`src/rtl/memory_island_pkg.sv`:
```
`default_nettype none
// ============================================================================
//  Module      : memory_island_pkg
//  Description : Shared types and helpers for the memory island bank arbiter.
//                Holds the response tag carried through the bank latency
//                pipeline and index-width helpers for the round-robin pickers.
//  Revision    : 1.0 - initial release
// ============================================================================
package memory_island_pkg;

  // Widest requester index the response tag can carry (up to 256 per class).
  localparam int unsigned MaxIdxWidth = 8;

  // One pipeline slot: which port (class + index) owns the returning beat.
  typedef struct packed {
    logic                   valid;
    logic                   is_wide;
    logic [MaxIdxWidth-1:0] idx;
  } resp_tag_t;

  // Index width for a class of n requesters; at least one bit.
  function automatic int unsigned idx_width(input int unsigned n);
    return (n > 1) ? $clog2(n) : 1;
  endfunction

  function automatic int unsigned max_u(input int unsigned a, input int unsigned b);
    return (a > b) ? a : b;
  endfunction

endpackage
`default_nettype wire

```
`src/rtl/memory_island_rr_pick.sv`:
```
`default_nettype none
// ============================================================================
//  Module      : memory_island_rr_pick
//  Description : Round-robin picker. Returns the first requester at or after
//                the pointer (wrapping), as a onehot vector and an index.
//                The pointer register lives in the parent.
//  Revision    : 1.0 - initial release
// ============================================================================
module memory_island_rr_pick
  import memory_island_pkg::*;
#(
  parameter  int unsigned N    = 4,
  localparam int unsigned IdxW = idx_width(N)
) (
  input  logic [N-1:0]    req_i,
  input  logic [IdxW-1:0] ptr_i,
  output logic [N-1:0]    onehot_o,
  output logic [IdxW-1:0] idx_o,
  output logic            valid_o
);

  // Two passes: first requesters at/after the pointer, then those before it.
  always_comb begin
    int unsigned ptr_u;
    ptr_u    = 32'(ptr_i);
    onehot_o = '0;
    idx_o    = '0;
    valid_o  = 1'b0;
    for (int unsigned j = 0; j < N; j++) begin
      if (!valid_o && req_i[j] && (j >= ptr_u)) begin
        valid_o     = 1'b1;
        onehot_o[j] = 1'b1;
        idx_o       = IdxW'(j);
      end
    end
    for (int unsigned j = 0; j < N; j++) begin
      if (!valid_o && req_i[j] && (j < ptr_u)) begin
        valid_o     = 1'b1;
        onehot_o[j] = 1'b1;
        idx_o       = IdxW'(j);
      end
    end
  end

endmodule
`default_nettype wire

```
`src/rtl/memory_island_bank_arb.sv`:
```
`default_nettype none
// ============================================================================
//  Module      : memory_island_bank_arb
//  Description : Per-bank arbiter. Grants one narrow or wide requester per
//                cycle onto a single always-ready SRAM bank, wide class first
//                with a starvation escape for narrow, and routes each response
//                back to its port a fixed BankLatency cycles later.
//  Revision    : 1.0 - initial release
// ============================================================================
module memory_island_bank_arb
  import memory_island_pkg::*;
#(
  parameter  int unsigned NumNarrow        = 4,
  parameter  int unsigned NumWide          = 2,
  parameter  int unsigned BankAddrWidth    = 10,
  parameter  int unsigned DataWidth        = 32,
  parameter  int unsigned BankLatency      = 1,
  parameter  int unsigned WidePriorityWait = 0,
  localparam int unsigned StrbWidth        = DataWidth / 8
) (
  input  logic                               clk_i,
  input  logic                               rst_ni,
  // narrow requesters
  input  logic [NumNarrow-1:0]               narrow_req_i,
  output logic [NumNarrow-1:0]               narrow_gnt_o,
  input  logic [NumNarrow*BankAddrWidth-1:0] narrow_addr_i,
  input  logic [NumNarrow-1:0]               narrow_we_i,
  input  logic [NumNarrow*DataWidth-1:0]     narrow_wdata_i,
  input  logic [NumNarrow*StrbWidth-1:0]     narrow_strb_i,
  output logic [NumNarrow-1:0]               narrow_rvalid_o,
  output logic [NumNarrow*DataWidth-1:0]     narrow_rdata_o,
  // wide requesters
  input  logic [NumWide-1:0]                 wide_req_i,
  output logic [NumWide-1:0]                 wide_gnt_o,
  input  logic [NumWide*BankAddrWidth-1:0]   wide_addr_i,
  input  logic [NumWide-1:0]                 wide_we_i,
  input  logic [NumWide*DataWidth-1:0]       wide_wdata_i,
  input  logic [NumWide*StrbWidth-1:0]       wide_strb_i,
  output logic [NumWide-1:0]                 wide_rvalid_o,
  output logic [NumWide*DataWidth-1:0]       wide_rdata_o,
  // SRAM bank
  output logic                               bank_req_o,
  output logic                               bank_we_o,
  output logic [BankAddrWidth-1:0]           bank_addr_o,
  output logic [DataWidth-1:0]               bank_wdata_o,
  output logic [StrbWidth-1:0]               bank_be_o,
  input  logic [DataWidth-1:0]               bank_rdata_i
);

  localparam int unsigned NIdxW   = idx_width(NumNarrow);
  localparam int unsigned WIdxW   = idx_width(NumWide);
  localparam int unsigned StarveW = (WidePriorityWait > 0) ? $clog2(WidePriorityWait + 1) : 1;
  localparam logic [StarveW-1:0] StarveMax = StarveW'(WidePriorityWait);

  logic [NIdxW-1:0]   narrow_ptr_q, narrow_ptr_d;
  logic [WIdxW-1:0]   wide_ptr_q, wide_ptr_d;
  logic [StarveW-1:0] starve_q, starve_d;
  resp_tag_t          tag_q [BankLatency];
  resp_tag_t          tag_d [BankLatency];

  logic [NumNarrow-1:0] narrow_onehot;
  logic [NIdxW-1:0]     narrow_idx;
  logic                 narrow_any;
  logic [NumWide-1:0]   wide_onehot;
  logic [WIdxW-1:0]     wide_idx;
  logic                 wide_any;

  logic      sel_wide;
  logic      sel_narrow;
  logic      starved;
  resp_tag_t resp_tag;

  memory_island_rr_pick #(.N(NumNarrow)) u_narrow_pick (
    .req_i    (narrow_req_i),
    .ptr_i    (narrow_ptr_q),
    .onehot_o (narrow_onehot),
    .idx_o    (narrow_idx),
    .valid_o  (narrow_any)
  );

  memory_island_rr_pick #(.N(NumWide)) u_wide_pick (
    .req_i    (wide_req_i),
    .ptr_i    (wide_ptr_q),
    .onehot_o (wide_onehot),
    .idx_o    (wide_idx),
    .valid_o  (wide_any)
  );

  // Class select: wide first unless narrow has waited the full budget; no grants in reset.
  always_comb begin
    sel_wide   = 1'b0;
    sel_narrow = 1'b0;
    starved    = (WidePriorityWait != 0) && (starve_q == StarveMax) && narrow_any;
    if (rst_ni) begin
      sel_wide   = wide_any && !starved;
      sel_narrow = narrow_any && !sel_wide;
    end
    narrow_gnt_o = sel_narrow ? narrow_onehot : '0;
    wide_gnt_o   = sel_wide ? wide_onehot : '0;
  end

  // Next-state for round-robin pointers, starvation counter and response pipeline.
  always_comb begin
    resp_tag_t new_tag;
    narrow_ptr_d = narrow_ptr_q;
    wide_ptr_d   = wide_ptr_q;
    starve_d     = starve_q;
    new_tag      = '0;

    if (sel_narrow) begin
      narrow_ptr_d = (narrow_idx == NIdxW'(NumNarrow - 1)) ? '0 : narrow_idx + 1'b1;
    end
    if (sel_wide) begin
      wide_ptr_d = (wide_idx == WIdxW'(NumWide - 1)) ? '0 : wide_idx + 1'b1;
    end

    // Counts cycles a pending narrow request loses to wide; any narrow win resets it.
    if ((WidePriorityWait == 0) || !narrow_any || sel_narrow) begin
      starve_d = '0;
    end else if (sel_wide && (starve_q != StarveMax)) begin
      starve_d = starve_q + 1'b1;
    end

    new_tag.valid   = sel_narrow | sel_wide;
    new_tag.is_wide = sel_wide;
    new_tag.idx     = sel_wide ? MaxIdxWidth'(wide_idx) : MaxIdxWidth'(narrow_idx);

    tag_d[0] = new_tag;
    for (int unsigned i = 1; i < BankLatency; i++) begin
      tag_d[i] = tag_q[i-1];
    end
  end

  // State registers; reset drops every response still in flight.
  always_ff @(posedge clk_i or negedge rst_ni) begin
    if (!rst_ni) begin
      narrow_ptr_q <= '0;
      wide_ptr_q   <= '0;
      starve_q     <= '0;
      for (int unsigned i = 0; i < BankLatency; i++) begin
        tag_q[i] <= '0;
      end
    end else begin
      narrow_ptr_q <= narrow_ptr_d;
      wide_ptr_q   <= wide_ptr_d;
      starve_q     <= starve_d;
      for (int unsigned i = 0; i < BankLatency; i++) begin
        tag_q[i] <= tag_d[i];
      end
    end
  end

  // Drive the bank from whichever single port holds the grant; all-zero when idle.
  always_comb begin
    bank_req_o   = sel_narrow | sel_wide;
    bank_we_o    = 1'b0;
    bank_addr_o  = '0;
    bank_wdata_o = '0;
    bank_be_o    = '0;
    for (int unsigned i = 0; i < NumNarrow; i++) begin
      if (narrow_gnt_o[i]) begin
        bank_we_o    = narrow_we_i[i];
        bank_addr_o  = narrow_addr_i[i*BankAddrWidth +: BankAddrWidth];
        bank_wdata_o = narrow_wdata_i[i*DataWidth +: DataWidth];
        bank_be_o    = narrow_strb_i[i*StrbWidth +: StrbWidth];
      end
    end
    for (int unsigned i = 0; i < NumWide; i++) begin
      if (wide_gnt_o[i]) begin
        bank_we_o    = wide_we_i[i];
        bank_addr_o  = wide_addr_i[i*BankAddrWidth +: BankAddrWidth];
        bank_wdata_o = wide_wdata_i[i*DataWidth +: DataWidth];
        bank_be_o    = wide_strb_i[i*StrbWidth +: StrbWidth];
      end
    end
  end

  assign resp_tag = tag_q[BankLatency-1];

  for (genvar gi = 0; gi < NumNarrow; gi++) begin : g_narrow_resp
    assign narrow_rvalid_o[gi] = resp_tag.valid && !resp_tag.is_wide &&
                                 (resp_tag.idx == MaxIdxWidth'(gi));
    assign narrow_rdata_o[gi*DataWidth +: DataWidth] = bank_rdata_i;
  end

  for (genvar gi = 0; gi < NumWide; gi++) begin : g_wide_resp
    assign wide_rvalid_o[gi] = resp_tag.valid && resp_tag.is_wide &&
                               (resp_tag.idx == MaxIdxWidth'(gi));
    assign wide_rdata_o[gi*DataWidth +: DataWidth] = bank_rdata_i;
  end

endmodule
`default_nettype wire
```
`config.mk`:
```
export PLATFORM = sky130hd
export DESIGN_NAME = memory_island_bank_arb
export DESIGN_NICKNAME = d
export VERILOG_FILES = /design/src/rtl/memory_island_pkg.sv /design/src/rtl/memory_island_rr_pick.sv /design/src/rtl/memory_island_bank_arb.sv
export SDC_FILE = /design/constraint.sdc
export NUM_CORES = 1
export LEC_CHECK = 0
export ABC_CLOCK_PERIOD_IN_PS = 4100
export BUFFER_PORTS_ARGS = -buffer_cell sky130_fd_sc_hd__buf_4
export CAP_MARGIN = 10
export CORE_AREA = 2 2 223 225
export DETAILED_ROUTE_END_ITERATION = 8
export DIE_AREA = 0 0 225 227
export PLACE_DENSITY = 0.3
export SLEW_MARGIN = 20
export SYNTH_ARGS = -nofsm -noshare
export SYNTH_HDL_FRONTEND = slang
export SYNTH_SLANG_ARGS = --single-unit
```
`constraint.sdc`:
```
create_clock -name clk_i -period 4.1 [get_ports clk_i]
set_clock_uncertainty 0.05 [all_clocks]
set_input_delay 0.82 -clock clk_i [delete_from_list [all_inputs] [get_ports clk_i]]
set_output_delay 0.82 -clock clk_i [all_outputs]
set_load 0.03 [all_outputs]
```
==> impl_metrics.ini <==
[drt]
routed_wl_um = 31200
vias = 5607
wire_per_inst_um = 21.6
drt_iter0_drc = 234
avgViaCountPerCell = 3.87
remaining_drc_errors = 0
ant_nets = 0
first_pass_iters = 4

[setup_path]
worstPathRequired_ns = 3.23
worstSetupPathType = input pin to primary output
rrSetupSlack_ns = 2.42
worstRegToRegCells = 5
crit_fanout = 23
cp-start-kind = input pin
r2r_end = narrow_ptr_q[1]
end_kind = primary output
cp.arrival_ns = 3.04
rr_startpoint = narrow_ptr_q[1]

[yosys]
synth-main-ff-cell = dfrtp_1
synth_area_leaders = buf_4 (30%), o221ai_1 (8.5%), o21a_1 (7.6%)
synth_top_family_by_area = compound AO/OA/AOI/OAI gates
synth_top_cell_area_share_pct = 30.4
synth_compound_area_share_pct = 39.8
synthSimpleGateAreaFrac_pct = 20.0
synth_seq_cells = 7
syn_inst = 700
async_flop_share_pct = 100
synth.most_common_cell = buf_4
syn_area_sq_mm = 0.00484
synth_cell_type_count = 37
muxShareOfSynthArea_pct = 0
synthAdderAreaFrac_pct = 0
synth_common_cells = buf_4 (196), nand2_1 (56), a21oi_1 (52)
synth_edf_count = 0
yosysTopAreaCell = buf_4
yosys.area_share.xor_xnor_pct = 0
synthesis.nets = 1022
yosysSeqAreaShare_pct = 3.62
yosys_warnings = 0
syn_avg_cell_area_sq_um = 6.92

[clock_tree]
clkTransAtPathRegs_ns = 0.04
cts_setup_buffers = 0
htree_levels = 1
clockBufferDepth = 2
cts_tree = built
clockRootBuffer = clkbuf_16
cts_sinks = 7
tritoncts.num_buffers = 3
clkLatencyLatePin_ns = 0.23

[global_routing]
overflow = 0
grt_start_max_net_pins = 58
grt_pass1_wl_um = 42400
first_global_vias = 6051
grt_usage_pct = 11.4
antenna_found_initial = 3

[pwr]
switching_power_uw = 580
vdd_drop_max_mv = 0.138
p_int_uw = 634
pwr-share-seq_pct = 8.2
p_sw_share_pct = 47.8
p_comb_share_pct = 78.2
power.density_mw_per_mm2 = 176
clock_power_share_pct = 13.6
p_total_uw = 1210
power_leakage_uw = 0.00304

[worst_hold_path]
worstHoldPathType = flip-flop to flip-flop
hold_end = wide_ptr_q
hold_path_depth = 2
worstHoldStart = wide_ptr_q

[floorplan]
dieArea_sq_mm = 0.0511
start_util_pct = 9.97
boundaryPins = 574
die_w_um = 225
core-area_sq_mm = 0.0485
rows = 81
die_height_um = 227

[timing]
post-route-min-period_ns = 3.91
hold_viol_final = 0
fmax_ghz = 0.256
finalSetupViolCount = 0
rsz0062_at_grt = no
drv_slew = 0
fin_tns_setup_ns = 0
fin_crit_sh_pct = 95.3
slew_headroom_pct = 42.2
worst_pin_slew_ns = 0.868

[placed_design]
io_buffers = 349
hpwl_um = 24500
gp_congestion = 0.748

[layout]
syn2layout_area_growth_pct = 43.0
nets = 1145
drive_above_1_share_pct = 50.6
multi_input_area_sq_mm = 0.00293
seqCellArea_sq_um = 175
num-fill-cells = 5636

[outcome]
status = completed

[run]
cap_violations = 0
-- state kept, by name (all words and copies together), names as in the netlist --
register / count
resp_tag: 4
narrow_ptr_q: 2
wide_ptr_q: 1
-- layout make-up --
type / count / area share (%)
multi-input combinational: 429 / 42.4
tap: 622 / 11.2
clock buffer: 4 / 1.14
sequential: 7 / 2.53
antenna: 3 / 0.108
timing repair buffer: 377 / 42.3
inverter: 5 / 0.271
-- power by group through the flow --
stage               combinational (uW)  clock, uW  sequential (uW)
finish                             949        165              100
global route                      1020        173              104
CTS                                970        168              100
detailed placement                 968          0              100
global placement                   974          0              101
floorplan                          798          0             91.0
-- per-layer routing --
metal  up-vias  routed length (um)  GRT usage (%)
li1       2595                   -              -
met1      2618               12200           13.0
met2       313               15700           20.7
met3        79                2260           2.65
met4         2                1050           4.19
met5         -                  12              0
-- timing repair --
action,in CTS,in global routing
hold buffers,0,0
setup endpoints to repair,0,1
resized for setup,0,1
-- cells in the final DEF (no fill, tap or decap), types with 2 or more instances in the layout --
master	Yosys	layout
nor3_1	2	2
o221ai_1	47	47
buf_4	196	369
diode_2	0	3
o21bai_1	2	2
a21oi_1	52	52
and3_1	48	48
a211oi_2	20	21
o21a_1	49	48
nand2_1	56	56
dfrtp_1	7	7
nor3b_1	2	2
nor2_1	9	8
nor2b_1	49	49
o31ai_1	48	48
a211oi_1	27	26
clkbuf_16	0	3
buf_12	0	8
inv_2	1	2
inv_1	4	3
-- worst max-delay path, stage by stage --
cell	delay, ns
buf_4	0.14
or4_4	0.54
and2_4	0.23
o211a_4	0.25
buf_12	0.19
a211oi_1	0.44
o221ai_1	0.20
buf_4	0.20
-- kinds of logic after synthesis --
family,count (synthesis)
flip-flops,7
AND/OR/NAND/NOR,178
buffers and inverters,264
AO/OA/AOI/OAI,251
-- stage by stage --
stage | utilization [%] | worst slack, ns | hold WS, ns | cells | instance area [sq um]
3_5_place_dp | 14.1 | 0.0484 | 0.483 | 1440 | 6830
6_report | 14.3 | 0.194 | 0.482 | 1447 | 6920
5_1_grt | 14.2 | 0.0481 | 0.537 | 1445 | 6920
3_3_place_gp | 14.1 | 0.168 | 0.470 | 1440 | 6830
2_1_floorplan | - | 0.632 | 0.438 | 700 | 4840
4_1_cts | 14.2 | 0.0461 | 0.491 | 1444 | 6910
-- worst max-delay path by stage --
stage	from	to	slack, ns	cells after the start
after global placement	narrow_req_i[2]	bank_wdata_o[8]	0.17	9
after global routing	narrow_req_i[2]	bank_wdata_o[7]	0.05	8
final	narrow_req_i[2]	bank_wdata_o[7]	0.19	8
after detailed placement	narrow_req_i[2]	bank_wdata_o[8]	0.05	9
after floorplan	narrow_req_i[2]	bank_addr_o[0]	0.63	7
after CTS	narrow_req_i[2]	bank_wdata_o[8]	0.05	9
Note: power is estimated with default switching activity, not from simulation.
